==> src/rtl/uart_pkg.sv <==
// Shared UART receive types and defaults: FSM states, parity selectors, frame geometry.
package uart_pkg;

  localparam int unsigned DEF_DATA_WIDTH = 8;
  localparam int unsigned DEF_PRESCALE   = 8;

  localparam logic PAR_EVEN = 1'b0;
  localparam logic PAR_ODD  = 1'b1;

  typedef enum logic [2:0] {
    IDLE,
    START,
    DATA,
    PARITY,
    STOP
  } rx_state_e;

endpackage

==> src/rtl/uart_rx_sampler.sv <==
// RX line synchroniser, bit-period counter and bit sampler with a decision strobe.
// Define UART_RX_MAJORITY_EN to use a 3-sample majority vote instead of a single mid-bit sample.
module uart_rx_sampler
  import uart_pkg::*;
#(
  parameter int unsigned PRESCALE = DEF_PRESCALE
) (
  input  logic i_clk,
  input  logic i_rst_n,
  input  logic i_rx,
  input  logic i_en,
  output logic o_rx_s,
  output logic o_bit,
  output logic o_bit_done,
  output logic o_period_end
);

  localparam int unsigned CW = $clog2(PRESCALE);
  localparam logic [CW-1:0] SMP_LO  = CW'(PRESCALE / 2 - 1);
  localparam logic [CW-1:0] SMP_MID = CW'(PRESCALE / 2);
  localparam logic [CW-1:0] SMP_DEC = CW'(PRESCALE / 2 + 1);
  localparam logic [CW-1:0] CNT_MAX = CW'(PRESCALE - 1);

  logic          r_sync1;
  logic          r_rx_s;
  logic [CW-1:0] r_edge_cnt;
  logic          r_smp_mid;

  // Synchroniser resets to the idle-high line level so reset never looks like a start bit.
  always_ff @(posedge i_clk or negedge i_rst_n) begin
    if (!i_rst_n) begin
      r_sync1    <= 1'b1;
      r_rx_s     <= 1'b1;
      r_edge_cnt <= '0;
      r_smp_mid  <= 1'b1;
    end else begin
      r_sync1 <= i_rx;
      r_rx_s  <= r_sync1;
      if (!i_en || (r_edge_cnt == CNT_MAX)) begin
        r_edge_cnt <= '0;
      end else begin
        r_edge_cnt <= r_edge_cnt + CW'(1);
      end
      if (r_edge_cnt == SMP_MID) begin
        r_smp_mid <= r_rx_s;
      end
    end
  end

`ifdef UART_RX_MAJORITY_EN
  logic r_smp_lo;

  always_ff @(posedge i_clk or negedge i_rst_n) begin
    if (!i_rst_n) begin
      r_smp_lo <= 1'b1;
    end else if (r_edge_cnt == SMP_LO) begin
      r_smp_lo <= r_rx_s;
    end
  end

  // Third vote is the live sample at the decision point itself.
  assign o_bit = (r_smp_lo & r_smp_mid) | (r_smp_lo & r_rx_s) | (r_smp_mid & r_rx_s);
`else
  assign o_bit = r_smp_mid;
`endif

  assign o_rx_s       = r_rx_s;
  assign o_bit_done   = (r_edge_cnt == SMP_DEC);
  assign o_period_end = (r_edge_cnt == CNT_MAX);

endmodule

==> src/rtl/uart_rx_deframer.sv <==
// UART receive deframer: start detect, LSB-first deserialise, parity/stop check, valid pulse.
// Optional build macro UART_RX_MAJORITY_EN selects majority-vote bit sampling in the sampler.
module uart_rx_deframer
  import uart_pkg::*;
#(
  parameter int unsigned DATA_WIDTH = DEF_DATA_WIDTH,
  parameter int unsigned PRESCALE   = DEF_PRESCALE
) (
  input  logic                  CLK,
  input  logic                  Parity_Calc_RST,
  input  logic                  RX_IN,
  input  logic                  PAR_EN,
  input  logic                  PAR_TYP,
  output logic [DATA_WIDTH-1:0] P_DATA,
  output logic                  Data_Valid,
  output logic                  par_err,
  output logic                  stp_err
);

  localparam int unsigned BW = (DATA_WIDTH > 1) ? $clog2(DATA_WIDTH) : 1;
  localparam logic [BW-1:0] BIT_LAST = BW'(DATA_WIDTH - 1);

  rx_state_e             r_state, w_state_d;
  logic [BW-1:0]         r_bit_cnt, w_bit_cnt_d;
  logic [DATA_WIDTH-1:0] r_shift, w_shift_d;
  logic [DATA_WIDTH-1:0] r_p_data, w_p_data_d;
  logic                  r_par_en, w_par_en_d;
  logic                  r_par_typ, w_par_typ_d;
  logic                  r_par_flag, w_par_flag_d;
  logic                  r_valid, w_valid_d;
  logic                  r_par_err, w_par_err_d;
  logic                  r_stp_err, w_stp_err_d;

  logic w_rx_s;
  logic w_bit;
  logic w_bit_done;
  logic w_period_end;
  logic w_cnt_en;
  logic w_par_exp;

  uart_rx_sampler #(
    .PRESCALE (PRESCALE)
  ) u_sampler (
    .i_clk        (CLK),
    .i_rst_n      (Parity_Calc_RST),
    .i_rx         (RX_IN),
    .i_en         (w_cnt_en),
    .o_rx_s       (w_rx_s),
    .o_bit        (w_bit),
    .o_bit_done   (w_bit_done),
    .o_period_end (w_period_end)
  );

  assign w_par_exp = (r_par_typ == PAR_ODD) ? ~^r_shift : ^r_shift;

  always_ff @(posedge CLK or negedge Parity_Calc_RST) begin
    if (!Parity_Calc_RST) begin
      r_state    <= IDLE;
      r_bit_cnt  <= '0;
      r_shift    <= '0;
      r_p_data   <= '0;
      r_par_en   <= 1'b0;
      r_par_typ  <= 1'b0;
      r_par_flag <= 1'b0;
      r_valid    <= 1'b0;
      r_par_err  <= 1'b0;
      r_stp_err  <= 1'b0;
    end else begin
      r_state    <= w_state_d;
      r_bit_cnt  <= w_bit_cnt_d;
      r_shift    <= w_shift_d;
      r_p_data   <= w_p_data_d;
      r_par_en   <= w_par_en_d;
      r_par_typ  <= w_par_typ_d;
      r_par_flag <= w_par_flag_d;
      r_valid    <= w_valid_d;
      r_par_err  <= w_par_err_d;
      r_stp_err  <= w_stp_err_d;
    end
  end

  always_comb begin
    w_state_d    = r_state;
    w_bit_cnt_d  = r_bit_cnt;
    w_shift_d    = r_shift;
    w_p_data_d   = r_p_data;
    w_par_en_d   = r_par_en;
    w_par_typ_d  = r_par_typ;
    w_par_flag_d = r_par_flag;
    w_valid_d    = 1'b0;
    w_par_err_d  = 1'b0;
    w_stp_err_d  = 1'b0;
    w_cnt_en     = 1'b1;
    unique case (r_state)
      IDLE: begin
        // The detect cycle is edge_cnt 0, keeping the counter aligned to the rx_s bit cell.
        w_cnt_en = ~w_rx_s;
        if (!w_rx_s) begin
          w_state_d    = START;
          w_par_en_d   = PAR_EN;
          w_par_typ_d  = PAR_TYP;
          w_par_flag_d = 1'b0;
          w_bit_cnt_d  = '0;
        end
      end
      START: begin
        if (w_bit_done && w_bit) begin
          w_state_d = IDLE;
          w_cnt_en  = 1'b0;
        end else if (w_period_end) begin
          w_state_d = DATA;
        end
      end
      DATA: begin
        if (w_bit_done) begin
          w_shift_d = {w_bit, r_shift[DATA_WIDTH-1:1]};
        end
        if (w_period_end) begin
          if (r_bit_cnt == BIT_LAST) begin
            w_bit_cnt_d = '0;
            w_state_d   = r_par_en ? PARITY : STOP;
          end else begin
            w_bit_cnt_d = r_bit_cnt + BW'(1);
          end
        end
      end
      PARITY: begin
        if (w_bit_done) begin
          w_par_flag_d = (w_bit != w_par_exp);
        end
        if (w_period_end) begin
          w_state_d = STOP;
        end
      end
      STOP: begin
        // Leave early so a start edge right after the stop sample is caught.
        if (w_bit_done) begin
          w_state_d = IDLE;
          w_cnt_en  = 1'b0;
          if (!w_bit) begin
            w_stp_err_d = 1'b1;
          end else if (r_par_flag) begin
            w_par_err_d = 1'b1;
          end else begin
            w_valid_d  = 1'b1;
            w_p_data_d = r_shift;
          end
        end
      end
      default: begin
        w_state_d = IDLE;
      end
    endcase
  end

  assign P_DATA     = r_p_data;
  assign Data_Valid = r_valid;
  assign par_err    = r_par_err;
  assign stp_err    = r_stp_err;

endmodule
==> config.mk <==
export PLATFORM = sky130hd
export DESIGN_NAME = uart_rx_deframer
export DESIGN_NICKNAME = d
export VERILOG_FILES = /design/src/rtl/uart_pkg.sv /design/src/rtl/uart_rx_sampler.sv /design/src/rtl/uart_rx_deframer.sv
export SDC_FILE = /design/constraint.sdc
export NUM_CORES = 1
export LEC_CHECK = 0
export CORE_MARGIN = 2
export CORE_UTILIZATION = 50
export CTS_CLUSTER_SIZE = 14
export DETAILED_ROUTE_END_ITERATION = 16
export PLACE_DENSITY = 0.81
export SYNTH_ARGS = -nofsm -noshare
export SYNTH_HDL_FRONTEND = slang
export SYNTH_SLANG_ARGS = --single-unit
==> constraint.sdc <==
create_clock -name CLK -period 3.55 [get_ports CLK]
set_input_delay 1.065 -clock CLK [delete_from_list [all_inputs] [get_ports CLK]]
set_output_delay 1.065 -clock CLK [all_outputs]
set_load 0.02 [all_outputs]
After elaboration in Yosys (flattened, before gate mapping)
Index checks and enable logic that the tools add are counted.

word-level totals
  output and inout bits = 11
  flip-flop bits (word level) = 34

cells by class
  bitwise logic cells = 2
  add/sub/neg operators = 2
  reductions and logical operators = 14
  equal/unequal tests = 16
  mux-type cells = 32

operator list
  operator             number
  $mux 3               12
  $mux 1               16
  $eq 3x3->1 const B   5
  $pmux 3 s5           1
  $ne 2x2->1 const B   4
  $reduce_xnor 8->1    1
  $reduce_xor 8->1     1
  $add 3x1->3 const B  2
  $eq 3x2->1 const B   2
  $pmux 3 s2           1
  $reduce_and 3->1     2
  $reduce_and 6->1     1
  $ne 2x1->1 const B   2
  $reduce_and 2->1     2
  $reduce_and 4->1     1
  $reduce_bool 2->1    2
  $eq 3x1->1 const B   1
  $logic_not 3->1      1
  $ne 3x2->1 const B   1
  $pmux 1 s3           1
  $not 1->1            2
  $pmux 1 s2           1
  $logic_and 1x1->1    1
  $logic_not 1->1      1
  other kinds (2)      2

Longest topological paths before layout
  word-level depth = 7
  mapped depth = 7
  gate-level depth less buffers = 7

Hierarchy
Synthesis repeated with hierarchy kept, for this count alone.

second synthesis, totals
  cells, all modules = 124
  area, all modules = 1611.5 µm²

by module, submodules not included
  module            area each (µm²)  cells an instance  instances
  uart_rx_deframer  1348.8           106                1
  uart_rx_sampler   262.8            18                 1

Worst setup path before layout
OpenSTA, ideal clock, no wires.

  kind = register -> register
  from = register r_state[2]
  to = register r_p_data[0], in the netlist P_DATA[0]
  path buffers = 0
  library setup time = 0.125 ns
  data arrival time = 1.530 ns
  path slack = 1.896 ns
  stages on the path, launching flop included = 5
  data required time = 3.425 ns
  cell sequence = dfrtp_1 inv_2 or3_4 nor3_4 mux2_2

between the ends
  cells in the longest elaborated chain, start to end = 2

ends and longest elaborated chain
  item                               line                    RTL
  from (decl)                        uart_rx_deframer.sv:23  rx_state_e r_state, w_state_d;
  from (signal assigned)             uart_rx_deframer.sv:69  r_state <= w_state_d;
  $eq 3x3->1                         uart_rx_deframer.sv:94  unique case (r_state)
  $reduce_and 4->1 (no source line)  --
  to (signal assigned)               uart_rx_deframer.sv:72  r_p_data <= w_p_data_d;
  to (decl)                          uart_rx_deframer.sv:26  logic [DATA_WIDTH-1:0] r_p_data, w_p_data_d;

Every way passes these cells.
A chain may end at the register's enable or synchronous reset.

Final worst setup path
  from = register r_p_data[7], in the netlist P_DATA[7]
  to = output port P_DATA[7]

RTL lines
  item       line                    RTL
  to (decl)  uart_rx_deframer.sv:14  output logic [DATA_WIDTH-1:0] P_DATA,

No word-level cell between the ends.

==> results_dict.tcl <==
set metrics [dict create \
    global_route_wire_length_before_repair_um 4500 \
    cp_launch_type "flip-flop" \
    netlist.area_leader.share 0.508 \
    maximum_capacitance_violations 0 \
    peakVddDrop_v 0.000323 \
    grt_setup_unrepaired "false" \
    final-setup-viol-count 0 \
    hold_ws_ps 364 \
    worst_setup_path_end_kind "primary output" \
    grt_max_degree 35 \
    synth_sequential_area_ratio 0.560 \
    clock_skew_ps 5.93 \
    finalCritPeriodShare 0.672 \
    chipWidth_um 59.3 \
    synth_cell_types 32 \
    worst-r2r-cell-count 4 \
    min_period_ps 2390 \
    critical_path_fanout_max 2 \
    worst_setup_hold_path_clk_slew_ps 110 \
    timing.hold.worst_endpoint "u_sampler.o_rx_s$_DFF_PN1_" \
    yosys-top-cells-area "sky130_fd_sc_hd__dfrtp_1, sky130_fd_sc_hd__mux2_2, sky130_fd_sc_hd__dfstp_2, sky130_fd_sc_hd__xnor2_1, sky130_fd_sc_hd__ha_1" \
    synth_largest_area_cell "sky130_fd_sc_hd__dfrtp_1" \
    post_cts_resize_count 0 \
    cp.depth 1 \
    syn-cell-area_um2 1530 \
    synth_fp_nets 129 \
    area_growth_syn_to_layout_pct 16.6 \
    yosysWarnings 0 \
    synthesis.instances 118 \
    power.static_leakage_uw 0.000817 \
    drt_first_iter_violations 58 \
    post_synth.cell_area_avg_um2 12.9 \
    total_inserted_antenna_cells 0 \
    routed_wirelength_um 2610 \
    maxClockFrequency_mhz 419 \
    gp_routability_congestion 0.834 \
    dieArea_um2 3510 \
    min_setup_slack_post_route_ps 1160 \
    routed_via_density 5.51 \
    numPortBuffers 15 \
    hp-class "reg -> reg" \
    cts_hold_repair.buffers 0 \
    timing.final.max_slew_violations 0 \
    root_buffer_master "sky130_fd_sc_hd__clkbuf_4" \
    insertion_delay_ps 340 \
    path_cells "clkdlybuf4s50_1" \
    boundaryPins 16 \
    power_density_nw_per_um2 630 \
    post_drt_wl_per_cell_um 15.1 \
    rrSetupSlack_ps 1660 \
    globalRouteTotalUtil 0.176 \
    number_of_antenna_violations_at_the_first_check_in_global_routing 0 \
    placement_rows 20 \
    dp_hpwl_um 1810 \
    tritoncts_num_sinks 34 \
    largest_incremental_delay_on_the_critical_path_ps 610 \
    design.core.area_um2 2980 \
    preCtsSetupSlack_ps 1540 \
    run_status "complete, no violations" \
    worstReg2RegStart "r_state[2]$_DFFE_PN0P_" \
    grt_overflow 0 \
    detailedRoute.firstPassIterationCount 4 \
    cts-htree-levels 2 \
    arrival_time_of_the_worst_setup_path_ps 1320 \
    vias 954 \
    ant_nets 0 \
    worst_r2r_endpoint "P_DATA[2]$_DFFE_PN0P_" \
    synth-seq-cells 34 \
    worstMarginPinSlew_ps 852 \
    path_delay_family "buffers and inverters" \
    timing.slew.headroom 0.427 \
    initial_utilization 0.513 \
    drive_gt1_frac 0.250 \
    finalSetupTns_ps 0 \
    drc 0 \
    first_global_vias 1008 \
    post_cts.repair.setup_buffers 0 \
    worstPathRequired_ps 2480 \
    hold_viol 0 \
    worstHoldPathCells 0 \
    hold_start "u_sampler.r_sync1$_DFF_PN1_" \
    path_buf_inv 1 \
    cts_tree "built" \
    timing.setup.critical_path_class "reg -> out" \
    clock_path_buffers 2 \
    die_h_um 59.3 \
    total_clock_buffers_created_by_cts 5 \
    num-nets-final 150 \
    crit_path_top_delay_cell "sky130_fd_sc_hd__clkdlybuf4s50_1" \
]
[worst reg2reg max path, cell delays in order (launching register included)]
cell,delay (ps)
sky130_fd_sc_hd__dfrtp_1,510
sky130_fd_sc_hd__inv_2,80
sky130_fd_sc_hd__or3_4,420
sky130_fd_sc_hd__nor3_4,380
sky130_fd_sc_hd__mux2_2,390
[routing by layer]
layer	global-route usage	wire length, um
met1	0.219	1150
met2	0.279	1310
met3	0.0393	97
met4	0.104	52
met5	0	0
[cell usage after synthesis]
master / count
sky130_fd_sc_hd__dfrtp_1: 31
sky130_fd_sc_hd__mux2_2: 19
sky130_fd_sc_hd__xnor2_1: 9
sky130_fd_sc_hd__ha_1: 6
sky130_fd_sc_hd__inv_1: 5
sky130_fd_sc_hd__nand3_1: 5
sky130_fd_sc_hd__nor2_1: 5
sky130_fd_sc_hd__and2_1: 3
sky130_fd_sc_hd__dfstp_2: 3
sky130_fd_sc_hd__nand2_1: 3
sky130_fd_sc_hd__nor3_1: 3
sky130_fd_sc_hd__a21oi_1: 2
sky130_fd_sc_hd__a22o_1: 2
sky130_fd_sc_hd__mux2i_1: 2
sky130_fd_sc_hd__nand2b_1: 2
sky130_fd_sc_hd__o21ai_0: 2
sky130_fd_sc_hd__a22oi_1: 1
sky130_fd_sc_hd__a31oi_1: 1
sky130_fd_sc_hd__a32o_1: 1
sky130_fd_sc_hd__and2b_2: 1
sky130_fd_sc_hd__and3_1: 1
sky130_fd_sc_hd__buf_2: 1
sky130_fd_sc_hd__clkbuf_1: 1
sky130_fd_sc_hd__inv_2: 1
sky130_fd_sc_hd__nor3_4: 1
sky130_fd_sc_hd__nor4_1: 1
sky130_fd_sc_hd__nor4bb_1: 1
sky130_fd_sc_hd__o221ai_1: 1
sky130_fd_sc_hd__o22ai_1: 1
sky130_fd_sc_hd__o31ai_1: 1
sky130_fd_sc_hd__o32ai_1: 1
sky130_fd_sc_hd__or3_4: 1
[how the worst max path moves through the flow]
stage / start / to
final: P_DATA[7]$_DFFE_PN0P_ / P_DATA[7]
after global routing: P_DATA[7]$_DFFE_PN0P_ / P_DATA[7]
after CTS: P_DATA[7]$_DFFE_PN0P_ / P_DATA[7]
after detailed placement: P_DATA[7]$_DFFE_PN0P_ / P_DATA[7]
after global placement: P_DATA[0]$_DFFE_PN0P_ / P_DATA[0]
after floorplan: r_state[2]$_DFFE_PN0P_ / P_DATA[0]$_DFFE_PN0P_
[layout make-up]
cell class                      count  area [um2]
Multi-Input combinational cell     76         641
Timing Repair Buffer               16         158
Clock inverter                      2        12.5
Sequential cell                    34         855
Fill cell                         250        1200
Inverter                            6        22.5
Tap cell                           33        41.3
Clock buffer                        6        51.3
[report_power, final]
| group | internal, uW | switching (uW) |
|---|---|---|
| clock network | 95.2 | 135 |
| registers | 460 | 87.1 |
| logic | 181 | 163 |
| total | 737 | 385 |
[cells in the final DEF, fill, tap and decap left out, types with 2 or more instances in the layout]
cell / Yosys / layout
sky130_fd_sc_hd__a21oi_1: 2 / 2
sky130_fd_sc_hd__a22o_1: 2 / 2
sky130_fd_sc_hd__and2_1: 3 / 3
sky130_fd_sc_hd__clkbuf_4: 0 / 5
sky130_fd_sc_hd__clkdlybuf4s50_1: 0 / 15
sky130_fd_sc_hd__dfrtp_1: 31 / 31
sky130_fd_sc_hd__dfstp_2: 3 / 3
sky130_fd_sc_hd__ha_1: 6 / 6
sky130_fd_sc_hd__inv_1: 5 / 5
sky130_fd_sc_hd__mux2_2: 19 / 19
sky130_fd_sc_hd__mux2i_1: 2 / 2
sky130_fd_sc_hd__nand2_1: 3 / 3
sky130_fd_sc_hd__nand2b_1: 2 / 2
sky130_fd_sc_hd__nand3_1: 5 / 5
sky130_fd_sc_hd__nor2_1: 5 / 5
sky130_fd_sc_hd__nor3_1: 3 / 3
sky130_fd_sc_hd__o21ai_0: 2 / 2
sky130_fd_sc_hd__xnor2_1: 9 / 9
[state kept, by name, summed over array words and instances (netlist names)]
| name | count |
|---|---|
| r_par_en | 1 |
| P_DATA | 8 |
| r_par_typ | 1 |
| Data_Valid | 1 |
| u_sampler.o_bit | 1 |
| r_state | 3 |
| stp_err | 1 |
| par_err | 1 |
| u_sampler.r_edge_cnt | 3 |
| r_shift | 8 |
| r_bit_cnt | 3 |
| u_sampler.r_sync1 | 1 |
| r_par_flag | 1 |
| u_sampler.o_rx_s | 1 |
[per-stage QoR]
stage,power (uW),instances,utilization,instance area (um2)
6_report,1120,173,0.598,1780
5_1_grt,1200,173,0.598,1780
4_1_cts,1130,173,0.598,1780
3_5_place_dp,899,165,0.576,1720
3_3_place_gp,879,165,0.576,1720
2_1_floorplan,824,118,-,1530
[cell families after synthesis]
| kind of cell | synth area share |
|---|---|
| buffers and inverters | 0.0205 |
| AO/OA/AOI/OAI | 0.0607 |
| AND/OR/NAND/NOR | 0.105 |
| flip-flops | 0.560 |
| adder cells (fa/ha/maj) | 0.0492 |
| XOR/XNOR | 0.0516 |
| multiplexers | 0.153 |
No activity file was read; power rests on OpenSTA's default activity.
